[src/rtl/eb_rr_merge.sv]
// N-to-1 packet-aware round-robin merge onto one registered elastic output stage.
// A source that starts a multi-beat packet keeps the grant until its last beat is accepted.
module eb_rr_merge #(
    parameter int N   = 4,
    parameter int W   = 32,
    parameter int IDW = 2
) (
    input  logic             clk,
    input  logic             reset,
    input  logic [N-1:0]     t_req,
    output logic [N-1:0]     t_ack,
    input  logic [N*W-1:0]   t_data,
    input  logic [N-1:0]     t_last,
    output logic             i_0_req,
    input  logic             i_0_ack,
    output logic [W-1:0]     i_0_data,
    output logic [IDW-1:0]   i_0_id,
    output logic             i_0_last
);

    logic [IDW-1:0] r_ptr;
    logic [IDW-1:0] r_lsrc;
    logic           r_locked;

    logic           r_req;
    logic [W-1:0]   r_data;
    logic [IDW-1:0] r_id;
    logic           r_last;

    logic           w_load;
    logic           w_granted;
    logic           w_fire;
    logic [IDW-1:0] w_grant;
    logic [IDW-1:0] w_next_ptr;

    // (base + off) modulo N, given base < N and off < N.
    function automatic logic [IDW-1:0] wrap_idx(input int base, input int off);
        int sum;
        sum = base + off;
        if (sum >= N) begin
            sum = sum - N;
        end
        return IDW'(sum);
    endfunction

    assign w_load = !r_req || i_0_ack;
    assign w_fire = w_load && w_granted;

    always_comb begin
        w_granted = 1'b0;
        w_grant   = '0;
        if (r_locked) begin
            if (t_req[r_lsrc]) begin
                w_granted = 1'b1;
                w_grant   = r_lsrc;
            end
        end else begin
            // NOTE: scanning from the far end and overwriting lets the nearest requester win without a break.
            for (int off = N - 1; off >= 0; off--) begin
                if (t_req[wrap_idx(int'(r_ptr), off)]) begin
                    w_granted = 1'b1;
                    w_grant   = wrap_idx(int'(r_ptr), off);
                end
            end
        end
    end

    assign w_next_ptr = (int'(w_grant) == N - 1) ? '0 : w_grant + 1'b1;

    always_comb begin
        t_ack = '0;
        if (w_fire) begin
            t_ack[w_grant] = 1'b1;
        end
    end

    // NOTE: all state uses non-blocking assignments so every register samples pre-edge values.
    always_ff @(posedge clk) begin
        if (reset) begin
            r_req    <= 1'b0;
            r_data   <= '0;
            r_id     <= '0;
            r_last   <= 1'b0;
            r_ptr    <= '0;
            r_locked <= 1'b0;
            r_lsrc   <= '0;
        end else begin
            if (w_load) begin
                r_req <= w_granted;
                if (w_granted) begin
                    r_data <= t_data[int'(w_grant)*W +: W];
                    r_id   <= w_grant;
                    r_last <= t_last[w_grant];
                end
            end
            if (w_fire) begin
                if (t_last[w_grant]) begin
                    r_locked <= 1'b0;
                    r_ptr    <= w_next_ptr;
                end else begin
                    r_locked <= 1'b1;
                    r_lsrc   <= w_grant;
                end
            end
        end
    end

    assign i_0_req  = r_req;
    assign i_0_data = r_data;
    assign i_0_id   = r_id;
    assign i_0_last = r_last;

endmodule

[config.mk]
export PLATFORM = sky130hd
export DESIGN_NAME = eb_rr_merge
export DESIGN_NICKNAME = d
export VERILOG_FILES = /design/src/rtl/eb_rr_merge.sv
export SDC_FILE = /design/constraint.sdc
export NUM_CORES = 1
export LEC_CHECK = 0
export ABC_AREA = 1
export BUFFER_PORTS_ARGS = -buffer_cell sky130_fd_sc_hd__buf_2
export CORE_MARGIN = 2
export CORE_UTILIZATION = 45
export DETAILED_ROUTE_END_ITERATION = 8
export PLACE_DENSITY = 0.81
export SKIP_CTS_REPAIR_TIMING = 1
export SLEW_MARGIN = 0
export SYNTH_ARGS = -nofsm -noshare
export SYNTH_HDL_FRONTEND = slang
export SYNTH_SLANG_ARGS = --single-unit
export TNS_END_PERCENT = 1
[constraint.sdc]
create_clock -name clk -period 3.8 [get_ports clk]
set_input_delay 0.19 -clock clk [delete_from_list [all_inputs] [get_ports clk]]
set_output_delay 0.19 -clock clk [all_outputs]
set_load 0.005 [all_outputs]
==> impl_metrics.toml <==
[global_route]
grt_usage_pct = 21.2
grt_pass1_wl_um = 13700
first_global_vias = 3313
grt_overflow = 0
grt_antenna_before_repair = 0
grt_max_degree = 109

[setup_path]
ff2ff_setup_slack_ns = 1.02
critPathCaptureType = "output pin"
critical_path_class = "reg -> out"
reg2reg_from = "r_ptr[0]$_SDFFE_PP0P_"
cp_max_fo = 108
reg2regPathDepth = 16
worstPathArrival_ns = 2.88
cp-startpoint = "r_ptr[0]$_SDFFE_PP0P_"
reg2reg_to = "i_0_data[1]$_SDFFE_PP0P_"
startpoint_type = "flip-flop"
crit_required_ns = 3.61

[run_status]
status = "finished clean"

[timing]
rsz0062_at_grt = "false"
hold_violations = 0
setup_viol = 0
fmax_mhz = 326
worstMarginPinSlew_ns = 1.01
slew_violations = 0
final.period_utilization_pct = 80.8
fin_skew_ns = 0.0136
tns_ns = 0
fin_crit_ns = 3.07
slew_headroom_pct = 32.5

[die]
rows = 31
io_pins = 179
die_x_um = 89.6
dieArea_um2 = 8030
initial_core_util_pct = 46.0
die_h_um = 89.6
coreArea_um2 = 7180

[yosys]
synthTopCellsByCount = "nand2_1, inv_1, nand3_1"
ys_types = 31
synth_top_cell_area_share_pct = 24.9
netlist_top_cells_area = "dfxtp_1, nand2_1, inv_1, nand3_1, or2_1"
yosys.area.top_type = "dfxtp_1"
syn-cell-area_um2 = 3300
syn_inst = 568
synthArstFlopShare_pct = 0
synth-edff-count = 0
yosys_warnings = 0
synth-seq-cells = 41
synthFlopType = "dfxtp_1"
seq_area_frac_synth_pct = 24.9
yosysMostFrequentCell = "nand2_1"
avgSynthCellArea_um2 = 5.81
syn_nets = 711

[drt]
drc = 0
drt_wl_total_um = 9030
vias = 3916
drt-pass1-iter-count = 5
antenna_left = 0
routedWlPerCell_um = 10.9
drtIter0Drc = 137
avgViaCountPerCell = 4.74

[layout]
antenna_cells = 0
n_fill_cell = 677
drive_above_1_share_pct = 27.9
final_core_util_pct = 59.2
nNetsFinal = 869
syn2layout_area_growth_pct = 28.7

[clock_tree]
cts_buffers = 5
cts.sinks = 41
cts_tree = "done"
cts_root_buffer = "clkbuf_8"
clk_path_buf_depth = 2
insertion_delay_ns = 0.29
clkSlewWorstSetupHoldPaths_ns = 0.08
ctsHtreeMaxLevel = 2

[place]
place_congestion = 0.805
portBuffers = 178
hpwl_um = 6890

[job]
maxCapViolCount = 0

[worst_hold_path]
worstHoldStart = "t_data[24]"
hold_path_end = "i_0_data[24]$_SDFFE_PP0P_"
hold_path.class = "in -> reg"
holdPathStages = 5

[power_and_ir_drop]
peakVddDrop_mv = 0.429
power_density_nw_per_um2 = 806
leakage_nw = 2.63
[worst max path at each step]
stage,endpoint,slack [ns]
6_report,t_ack[2],0.73
5_1_grt,t_ack[0],0.43
4_1_cts,t_ack[2],0.74
3_5_place_dp,i_0_data[1]$_SDFFE_PP0P_,1.03
3_3_place_gp,t_ack[0],1.23
2_1_floorplan,r_ptr[1]$_SDFFE_PP0P_,1.87
[cells by family (layout without fill, tap and decap cells)]
logic type	after synthesis	count (layout)	share of synthesized area, %
DFF	41	41	24.9
adders and majority gates	4	4	1.52
and+or+nand+nor	291	291	40.4
buffers and inverters	154	313	20.4
AOI/OAI and AO/OA	78	78	12.7
[cell usage in the layout, fill, tap and decap left out, types with 4 or more instances in the layout]
master,count
buf_2,178
nand2_1,121
inv_1,120
nand3_1,86
dfxtp_1,41
nor2_1,40
a21oi_1,33
or2_1,33
o21ai_0,28
o21ai_1,10
clkbuf_8,6
ha_1,4
[metrics by stage]
| step | area, um2 | cells | setup WS (ns) | hold slack [ns] | power [mW] |
|---|---|---|---|---|---|
| floorplan | 3300 | 568 | 1.87 | 0.397 | 2.62 |
| global placement | 4130 | 818 | 1.23 | 0.470 | 3.00 |
| detailed placement | 4130 | 818 | 1.03 | 0.477 | 3.07 |
| CTS | 4250 | 826 | 0.741 | 0.201 | 3.44 |
| global route | 4250 | 826 | 0.429 | 0.227 | 3.81 |
| finish | 4250 | 826 | 0.728 | 0.205 | 3.42 |
[worst max-delay path: stages, from the launching register on]
cell,delay [ns]
dfxtp_1,0.51
inv_4,0.09
nand2_1,0.08
nand2_1,0.06
nand2_1,0.13
nand2_1,0.07
nand2_1,0.08
nand2_1,0.06
nand2_1,0.08
nand3_2,0.12
nand2_4,0.69
inv_1,0.16
ha_1,0.23
inv_1,0.05
nor2_1,0.03
buf_2,0.15
[layer usage]
layer  track usage (%)  part of all wire, %  vias up
met5                 0                    0        -
met4              6.65                  1.5        0
met3              5.21                  6.6       13
met2              38.0                   49      132
met1              24.8                   43     1715
li1                  -                    -     2056
[state kept, by name (all words and copies together) (netlist names)]
name and count:
r_ptr 2, r_locked 1, i_0_data 32, i_0_id 2, r_lsrc 2, i_0_last 1, i_0_req 1
[layout make-up]
class	count	area (um2)	area share (%)
clock buffers	7	86.3	2.03
clock inverters	1	30.0	0.707
inverters	124	468	11.0
multi-input cells	373	1800	42.5
flip-flops and latches	41	821	19.3
well taps	99	124	2.92
repair buffers	181	913	21.5
[report_power, final]
part | total (mW) | switching [mW] | internal (mW)
combinational | 2.28 | 1.42 | 0.861
clock | 0.359 | 0.145 | 0.214
sequential | 0.779 | 0.126 | 0.653
No activity file was read; power rests on OpenSTA's default activity.
